==> config.mk <==
export PLATFORM = sky130hd
export DESIGN_NAME = regfile_decoded
export DESIGN_NICKNAME = d
export VERILOG_FILES = /design/src/rtl/regfile_decoded.sv
export SDC_FILE = /design/constraint.sdc
export NUM_CORES = 1
export LEC_CHECK = 0
export CAP_MARGIN = 20
export CORE_UTILIZATION = 51
export CTS_CLUSTER_DIAMETER = 60
export DETAILED_ROUTE_END_ITERATION = 10
export GPL_ROUTABILITY_DRIVEN = 0
export PLACE_DENSITY = 0.81
export SYNTH_ARGS = -nofsm -noshare
export SYNTH_HDL_FRONTEND = slang
export SYNTH_SLANG_ARGS = --single-unit
==> constraint.sdc <==
create_clock -name Clock -period 2 [get_ports Clock]
set_clock_uncertainty 0.2 [all_clocks]
set_input_delay 0.4 -clock Clock [delete_from_list [all_inputs] [get_ports Clock]]
set_output_delay 0.4 -clock Clock [all_outputs]
set_load 0.02 [all_outputs]
==> src/rtl/regfile_decoded.sv <==
// Two-read, one-write register file with a registered one-hot write decoder
// and a sequential clear engine that walks every register to zero.
module regfile_decoded #(
    parameter int AW = 3,
    parameter int DW = 8
) (
    input  logic                  Clock,
    input  logic                  Resetn,
    input  logic                  WE,
    input  logic [AW-1:0]         WADDR,
    input  logic [DW-1:0]         WDATA,
    input  logic [AW-1:0]         RADDR_A,
    input  logic [AW-1:0]         RADDR_B,
    output logic [DW-1:0]         RDATA_A,
    output logic [DW-1:0]         RDATA_B,
    input  logic                  CLR,
    output logic                  BUSY,
    output logic [(1<<AW)-1:0]    WEN,
    output logic                  WERR
);

    localparam int DEPTH = 1 << AW;
    localparam logic [AW-1:0] LAST = AW'(DEPTH - 1);

    typedef enum logic {
        IDLE  = 1'b0,
        CLEAR = 1'b1
    } state_t;

    state_t              state_q, state_d;
    logic [AW-1:0]       cnt_q, cnt_d;
    logic                busy_q, busy_d;
    logic [DEPTH-1:0]    wen_q, wen_d;
    logic                werr_q, werr_d;
    logic [DW-1:0]       mem_q [DEPTH];
    logic [DW-1:0]       mem_d [DEPTH];

    function automatic logic [DEPTH-1:0] decode(
        input logic          en,
        input logic [AW-1:0] addr
    );
        logic [DEPTH-1:0] v;
        v = '0;
        for (int k = 0; k < DEPTH; k++) begin
            v[k] = en && (addr == AW'(k));
        end
        return v;
    endfunction

    always_comb begin
        state_d = state_q;
        cnt_d   = cnt_q;
        busy_d  = busy_q;
        wen_d   = '0;
        werr_d  = 1'b0;
        mem_d   = mem_q;
        unique case (state_q)
            IDLE: begin
                if (CLR) begin
                    // Clear wins over a coincident write
                    state_d = CLEAR;
                    cnt_d   = '0;
                    busy_d  = 1'b1;
                    werr_d  = WE;
                end else begin
                    wen_d = decode(WE, WADDR);
                    if (WE) begin
                        mem_d[WADDR] = WDATA;
                    end
                end
            end
            CLEAR: begin
                mem_d[cnt_q] = '0;
                wen_d        = decode(1'b1, cnt_q);
                werr_d       = WE;
                if (cnt_q == LAST) begin
                    state_d = IDLE;
                    busy_d  = 1'b0;
                end else begin
                    cnt_d = cnt_q + 1'b1;
                end
            end
            default: begin
                state_d = IDLE;
            end
        endcase
    end

    always_ff @(posedge Clock or negedge Resetn) begin
        if (!Resetn) begin
            state_q <= IDLE;
            cnt_q   <= '0;
            busy_q  <= 1'b0;
            wen_q   <= '0;
            werr_q  <= 1'b0;
            for (int k = 0; k < DEPTH; k++) begin
                mem_q[k] <= '0;
            end
        end else begin
            state_q <= state_d;
            cnt_q   <= cnt_d;
            busy_q  <= busy_d;
            wen_q   <= wen_d;
            werr_q  <= werr_d;
            for (int k = 0; k < DEPTH; k++) begin
                mem_q[k] <= mem_d[k];
            end
        end
    end

    assign RDATA_A = mem_q[RADDR_A];
    assign RDATA_B = mem_q[RADDR_B];
    assign BUSY    = busy_q;
    assign WEN     = wen_q;
    assign WERR    = werr_q;

endmodule
* Yosys cells after proc, flatten, opt, wreduce, memory -nomap -nowiden
Cells that the tools add are included.
Widths: inputs -> output; s select.
** Word-level totals
- Input bits :: 21
- Logic and storage cells :: 88
- Bits in registers :: 78
** Operators by class
- Reductions and logical operators :: 15
- Add/subtract/negate cells :: 1
- Equality and inequality tests :: 19
- Bitwise gates (word level) :: 7
- Mux-type cells :: 27
- Order comparisons :: 6
** Operators by type and width (number)
- $mux 64 :: 2
- $pmux 64 s2 :: 1
- $and 64x64->64 :: 1
- $bwmux 64 :: 1
- $not 64->64 :: 1
- $mux 8 :: 7
- $bmux 8 s3 :: 2
- $demux 8 s3 :: 2
- $eq 3x3->1 const B :: 8
- $ge 4x4->1 const B :: 4
- $not 3->4 :: 4
- $pmux 8 s2 :: 1
- $eq 3x2->1 const B :: 4
- $logic_and 1x1->1 :: 10
- $lt 4x1->1 const B :: 2
- $ne 2x2->1 const B :: 4
- $eq 3x1->1 const B :: 2
- $logic_not 3->1 :: 2
- $mux 3 :: 2
- $pmux 1 s2 :: 3
- $pmux 3 s2 :: 1
- $reduce_and 2->1 :: 3
- $mux 1 :: 5
- $add 3x1->3 const B :: 1
- other kinds (2) :: 2

* Depth between registers and ports, before layout
Gate-level depths: netlist (run 1).
- Depth after elaboration :: 9
- Depth in mapped cells :: 5

* Worst setup path after synthesis (run 1)
No wires, ideal clock.
- Path type :: in2out
- Start :: input port RADDR_B[2]
- End :: output port RDATA_B[3]
- Setup slack :: -109 ps
- Data required time :: 1400 ps
- Data arrival time :: 1509 ps
- Buffers on the path :: 2
- Stages on the path :: 4
- Cell sequence :: buf_2 > clkbuf_1 > mux4_2 > mux2_2
** On the way
- Cells in the longest elaborated chain, start to end :: 4
** RTL lines
- from (decl) :: RTL line 13 : input logic [AW-1:0] RADDR_B,
- $not 3->4 (not written as such) :: RTL line 112 : assign RDATA_B = mem_q[RADDR_B];
- $bmux 8 s3 :: RTL line 112
- $mux 8 (not written as such) (2 in a row) :: RTL line 112
- to (decl) :: RTL line 15 : output logic [DW-1:0] RDATA_B,
No other way between the ends. The select of a mux whose other input is x is not followed.

* Worst setup path after layout (run 1)
- Start :: register mem_q[13] in the netlist's numbering
- End :: output port RDATA_B[5]
** On the way
- Cells in the longest elaborated chain, start to end :: 3
** RTL lines
- from (decl) :: RTL line 35 : logic [DW-1:0] mem_q [DEPTH];
- from (signal, indexed assignment) :: RTL line 106 : mem_q[k] <= mem_d[k];
- $bmux 8 s3 :: RTL line 112
- $mux 8 (not written as such) (2 in a row) :: RTL line 112
No other way between the ends. The select of a mux whose other input is x is not followed.

==> summary.md, run 1 <==
| Metric | Value |
|---|---|
| Multi-input logic area | 0.00223 mm2 |
| Largest net degree at the start of global routing | 32 |
| Area Growth Syn to Fin | 25.8% |
| Initial antenna violation count | 0 |
| Endpoints failing setup | 16 |
| Global-route usage over all layers | 28.4% |
| PnR worst setup slack | -266 ps |
| Startpoint Class | register |
| Number of max-cap violations | 0 |
| Cell Area, Placed | 0.00529 mm2 |
| Max Clk Rate | 0.441 GHz |
| Worst R2R Setup Slack | 40 ps |
| Cell Pwr Density | 1110 mW/mm2 |
| Die width | 95.1 um |
| Initial Utilization | 53.3% |
| Num rows | 33 |
| Post-synth ARST share | 100% |
| PortBufs | 46 |
| Residual DRC | 0 |
| Distinct cells, synth | 30 |
| M2 GR Usage | 45.2% |
| Io pins | 47 |
| Gr ovfl total | 0 |
| Worst slew pin tran | 512 ps |
| Synthesized area | 0.00442 mm2 |
| Crit path DAT | 1670 ps |
| Vias in the first global route | 3465 |
| Number of synthesized flops with an enable pin | 0 |
| #FFs+latches synth | 78 |
| GRT busiest layer | met2 |
| Design Area, Final | 0.00556 mm2 |
| Post-synthesis cell count | 344 |
| CTS tree | done |
| Routed Antenna Nets | 0 |
| Die area | 0.00905 mm2 |
| Main combinational cell family by area after synthesis | multiplexers |
| Post-synthesis sequential area ratio | 44.1% |
| Top_reg_cell synth | dfrtp_1 |
| RSZ-0062 raised after global routing | true |
| Xor/xnor share of the synthesized area | 0.198% |
| # diodes | 0 |
| Layout net count | 459 |
| Synth Net Count | 371 |
| Met1 Track Usage GR | 38.2% |
| Max-slew headroom | 65.9% |
| DRT Pass-1 Iters | 5 |
| Tot Pwr | 6.15 mW |
| Register area | 0.00195 mm2 |
| Max clock buf depth | 2 |
| Pleak | 2.88 nW |
| Failing checks | setup timing |
| GRT met3 Usage | 4.55% |
| Synth Area per Inst | 12.9 um2 |
| Max H-tree Level | 3 |
| Share of cells above drive strength 1 | 32.7% |
| CTS Sinks | 78 |
| Dpl ws | -1120 ps |
| Num CTS Buffers | 9 |
| Hold Vio Cnt, Final | 0 |
| Peak supply drop | 0.568 mV |
| Slew Limit Fails | 0 |
| CTS clk-pin slew, worst paths | 80 ps |
| DR iter-0 viols | 391 |
| Outcome | finished, violations left |
| Routed len/inst | 21.8 um |
| First-pass GRT wire length | 18400 um |
| YS warnings | 0 |
| Root Buffer | clkbuf_8 |
| Crit-path max FO | 3 |
| Adder-cell area share of the yosys netlist | 1.70% |
| Slowest-stage cell, CP | mux4_2 |
| Final period utilization | 113% |
| Proportion of synthesized area in mux cells | 37.8% |
| Worst Path Required | 1400 ps |
| Worst skew pair latency | 340 ps |
| Worst hold path type | in -> async |
| Vert. Die Dim | 95.1 um |
| Post-Synth Simple-Gate Area | 10.5% |
| Worst-path cell chain | mux4_2 -> mux2_4 -> buf_6 |
| Routed vias/inst | 6.08 |
| Min Tclk post-route | 2270 ps |
| Critical path class | reg -> out |
| Synth Area in Compound Gates | 1.19% |
| CP Capture Type | output pin |
| Core Box Area | 0.00830 mm2 |
| CP max stage delay | 500 ps |
| Detailed Route WL | 11800 um |
| Setup TNS | -3990 ps |
| Number of fill cells | 565 |
| HPWL after DPL | 8020 um |
| Vias | 3296 |
==> cells by family after synthesis <==
kind of cell | count (synthesis)
AO/OA/AOI/OAI | 7
XOR/XNOR | 1
adder cells (fa/ha/maj) | 6
buffers and inverters | 37
flip-flops | 78
multiplexers | 114
AND/OR/NAND/NOR | 101
==> sequential cells by signal, indices dropped and copies added (netlist names) <==
register / count
WEN: 8
mem_q: 64
WERR: 1
BUSY: 1
state_q: 1
cnt_q: 3
==> per-layer routing <==
metal  wire length, um  vias up
met4               353        0
met3               772       30
li1                  -     1411
met5                 0        -
met2              6030      168
met1              4650     1687
==> layout make-up <==
class	instances	share of cell area, %
Multi-Input combinational cell	229	40.0
Sequential cell	78	35.1
Timing Repair Buffer	102	18.8
Tap cell	105	2.36
Clock buffer	10	2.29
Inverter	12	0.810
Clock inverter	6	0.652
==> synthesized netlist by cell type, types with 3 or more instances <==
master,n,share of area [%]
nor2_1,3,0.25
buf_2,6,0.68
nor2b_1,4,0.57
ha_1,6,1.7
buf_1,3,0.25
nand4bb_1,3,0.76
inv_1,12,1.0
clkbuf_1,11,0.93
nand3_1,3,0.34
dfrtp_1,78,44
mux2_2,17,4.3
a22o_1,3,0.59
mux4_2,3,1.5
mux2i_1,65,15
mux4_1,29,17
nand2_1,77,6.5
nand4b_1,3,0.59
==> repair_timing <==
item	in CTS	in global routing
gates cloned	2	0
resized for setup	133	0
hold buffers	1	0
hold endpoints to repair	27	0
buffers inserted	6	3
endpoints found under the setup margin	16	16
==> per-stage QoR <==
stage               instances  utilization (%)  hold slack, ps
global placement          514             63.8             164
CTS                       539             66.8             336
detailed placement        514             63.8             170
finish                    542             67.0             337
global route              542             67.0             361
floorplan                 344                -           -95.6
==> where the power goes <==
group / internal, mW / switching, mW / total, mW
registers: 2.04 / 0.405 / 2.45
clock network: 0.447 / 0.576 / 1.02
logic: 1.40 / 1.28 / 2.68
total: 3.89 / 2.26 / 6.15
==> cell usage in the layout (no fill, tap or decap), drive strengths merged <==
master and count:
a21o 2, a21oi 1, a22o 3, and3 2, buf 74, clkbuf 10, clkdlybuf4s15 2, clkdlybuf4s50 25
clkinv 4, clkinvlp 1, dfrtp 78, dlygate4sd3 1, ha 6, inv 13, mux2 17, mux2i 65
mux4 32, nand2 79, nand3 3, nand4 1, nand4b 3, nand4bb 3, nor2 3, nor2b 4
nor4b 1, nor4bb 1, o22ai 1, or4b 1, xnor2 1
==> final timing paths <==
| check | to | depth (start not counted) | from |
|---|---|---|---|
| setup reg to reg | mem_q[56] | 3 | cnt_q[1] |
| min in group Clock | mem_q[1] | 2 | mem_q[1] |
| hold / removal | WEN[0] | 2 | Resetn |
| max in group asynchronous | mem_q[22] | 3 | Resetn |
| hold reg to reg | mem_q[1] | 2 | mem_q[1] |
| setup / recovery | RDATA_B[5] | 3 | mem_q[13] |
==> worst max-delay path: cells and delay by family, from the launching register on <==
kind | cells | cell delay, ps
flops | 1 | 420
mux | 2 | 780
buf+inv | 1 | 130
Power figures use the tool's default switching activity.
==> inputs of run 2 (changes only) <==
--- a/config.mk
+++ b/config.mk
@@ -5,12 +5,12 @@
 export SDC_FILE = /design/constraint.sdc
 export NUM_CORES = 1
 export LEC_CHECK = 0
-export CAP_MARGIN = 20
+export CAP_MARGIN = 15
 export CORE_UTILIZATION = 51
-export CTS_CLUSTER_DIAMETER = 60
 export DETAILED_ROUTE_END_ITERATION = 10
 export GPL_ROUTABILITY_DRIVEN = 0
 export PLACE_DENSITY = 0.81
+export SETUP_SLACK_MARGIN = 0.05
 export SYNTH_ARGS = -nofsm -noshare
 export SYNTH_HDL_FRONTEND = slang
 export SYNTH_SLANG_ARGS = --single-unit
==> summary.md, run 2 (synthesis gave the netlist of run 1 again) <==
| Metric | Value |
|---|---|
| Outcome | finished, violations left |
| Failing checks | setup timing |
| Routed len/inst | 22.2 um (+1.9%) |
| Placed Instances | 512 (-0.39%) |
| Largest net degree at the start of global routing | 37 (+16%) |
| Gr ovfl total | 0 (unchanged) |
| Critical path class | reg -> out |
| Detailed Route WL | 12000 um (+2.1%) |
| Worst skew pair latency | 370 ps (+30 ps) |
| RSZ-0062 raised after global routing | true |
| Most common cell after layout, fill and taps aside | dfrtp_1 |
| Worst hold path type | in -> async |
| Root Buffer | clkbuf_8 |
| Die width | 95.1 um (unchanged) |
| Core Box Area | 0.00830 mm2 (unchanged) |
| Register area | 0.00195 mm2 (unchanged) |
| Most frequent cells in the layout | dfrtp_1, nand2_1, mux2i_1 |
| Final period utilization | 116% (+2.3 points) |
| R2r worst-path depth | 4 (+1) |
| Crit path DAT | 1710 ps (+40 ps) |
| Non-filler instance count after layout | 543 (+0.18%) |
| PortBufs | 46 (unchanged) |
| First-pass GRT wire length | 18900 um (+2.7%) |
| Worst R2R Setup Slack | 130 ps (+90 ps) |
| Vias | 3332 (+1.1%) |
| CP max stage delay | 500 ps (about the same) |
| Initial antenna violation count | 0 (unchanged) |
| Initial Utilization | 53.3% (unchanged) |
| Share of cells above drive strength 1 | 32.9% (+0.15 points) |
| Worst slew pin tran | 481 ps (-30.9 ps) |
| Startpoint Class | register |
| Area Growth Syn to Fin | 27.9% |
| Routed Antenna Nets | 0 (unchanged) |
| PnR worst setup slack | -312 ps (-45.9 ps) |
| CTS Sinks | 78 (unchanged) |
| Number of flip-flops in the largest register | 64 (unchanged) |
| Vert. Die Dim | 95.1 um (unchanged) |
| Die area | 0.00905 mm2 (unchanged) |
| Crit-path max FO | 3 (unchanged) |
| Io pins | 47 (unchanged) |
| CTS tree | done |
| Reg with most FFs | mem_q |
| Max Clk Rate | 0.433 GHz (-2.0%) |
| HPWL after DPL | 7620 um (-4.9%) |
| Num CTS Buffers | 9 (unchanged) |
| Max-slew headroom | 67.9% (+2.1 points) |
| Worst R2R End | mem_q[6] |
| Layout net count | 460 (+0.22%) |
| Min Tclk post-route | 2310 ps (+45.9 ps) |
| DR iter-0 viols | 225 (-42%) |
| Final Util | 68.2% (+1.1 points) |
| Tot Pwr | 6.58 mW (+7.0%) |
| Multi-input logic area | 0.00224 mm2 (+0.67%) |
| Dpl ws | -1120 ps (-4.99 ps) |
| Pleak | 2.94 nW (+2.3%) |
| Hold Vio Cnt, Final | 0 (unchanged) |
| # diodes | 0 (unchanged) |
| Max clock buf depth | 2 (unchanged) |
| Worst Path Required | 1400 ps (about the same) |
| Routed vias/inst | 6.14 (+0.91%) |
| Worst-path cell chain | mux4_2 -> mux2_4 -> buf_6 |
| Number of fill cells | 544 (-3.7%) |
| Slowest-stage cell, CP | mux4_2 |
| Slew Limit Fails | 0 (unchanged) |
| Max H-tree Level | 3 (unchanged) |
| Number of max-cap violations | 0 (unchanged) |
| CTS clk-pin slew, worst paths | 90 ps (about the same) |
| Cell Pwr Density | 1160 mW/mm2 (+5.2%) |
| DRT Pass-1 Iters | 5 (unchanged) |
| Worst R2R Start | state_q |
| Num rows | 33 (unchanged) |
| Peak supply drop | 0.672 mV (+18%) |
| Residual DRC | 0 (unchanged) |
| Endpoints failing setup | 16 (unchanged) |
| Global-route usage over all layers | 29.3% (+0.96 points) |
| Vias in the first global route | 3538 (+2.1%) |
| CP Capture Type | output pin |
==> run 2: changes by cell type in the layout (fill, tap and decap cells not counted), moves of 2 or more <==
cell             previous run  this run
dlygate4sd2_1               0         2
inv_6                       1         3
clkdlybuf4s15_1             0         2
bufinv_16                   0         2
buf_6                      16        18
clkinv_2                    4         1
clkdlybuf4s50_1            25        22
clkdlybuf4s15_2             2         0
==> run 2: repair_timing <==
action                     in CTS  in global routing
hold buffers                    1                  0
setup endpoints to repair      18                 46
resized for setup             130                  3
buffers inserted                7                  5
hold endpoints to repair       33                  0
gates cloned                    2                  0
==> run 2: worst max-delay path: cells and delay by family, from the launching register on <==
kind | cells | cell delay [ps]
buf+inv | 1 | 130
mux | 2 | 780
flops | 1 | 420
==> run 2: report_power, final <==
| part | internal (mW) | switching, mW |
|---|---|---|
| clock | 0.722 | 0.651 |
| combinational | 1.44 | 1.31 |
| sequential | 2.04 | 0.412 |
==> run 2: area by class of cell <==
class / count / area share [%]
Multi-Input combinational cell: 229 / 39.6
Sequential cell: 78 / 34.5
Timing Repair Buffer: 103 / 18.8
Tap cell: 105 / 2.32
Clock buffer: 9 / 2.19
Clock inverter: 7 / 1.81
Inverter: 12 / 0.796
==> run 2: worst max-delay path by stage <==
stage	slack, ps	endpoint	cells after the start	start
4_1_cts	-290	RDATA_B[0]	3	mem_q[56]
3_3_place_gp	-1080	RDATA_B[1]	5	RADDR_B[0]
2_1_floorplan	-20	RDATA_A[6]	4	RADDR_A[0]
6_report	-310	RDATA_A[0]	3	mem_q[40]
3_5_place_dp	-1120	RDATA_B[0]	5	RADDR_B[0]
5_1_grt	-360	RDATA_A[0]	3	mem_q[40]
==> run 2: metrics by stage <==
stage	TNS (ps)	hold slack (ps)	area, um2
finish	-4460	324	5660
global route	-5090	346	5660
CTS	-4450	326	5600
detailed placement	-27440	186	5290
global placement	-23950	178	5290
floorplan	-150	-95.6	4450
==> run 2: layer usage <==
layer | routed length (um) | vias up | part of all wire, % | track usage (%)
li1 | - | 1406 | - | -
met5 | 0 | - | 0 | 0
met4 | 549 | 0 | 4.6 | 17.7
met1 | 4490 | 1677 | 37 | 36.3
met2 | 5990 | 196 | 50 | 46.5
met3 | 1020 | 53 | 8.5 | 7.26
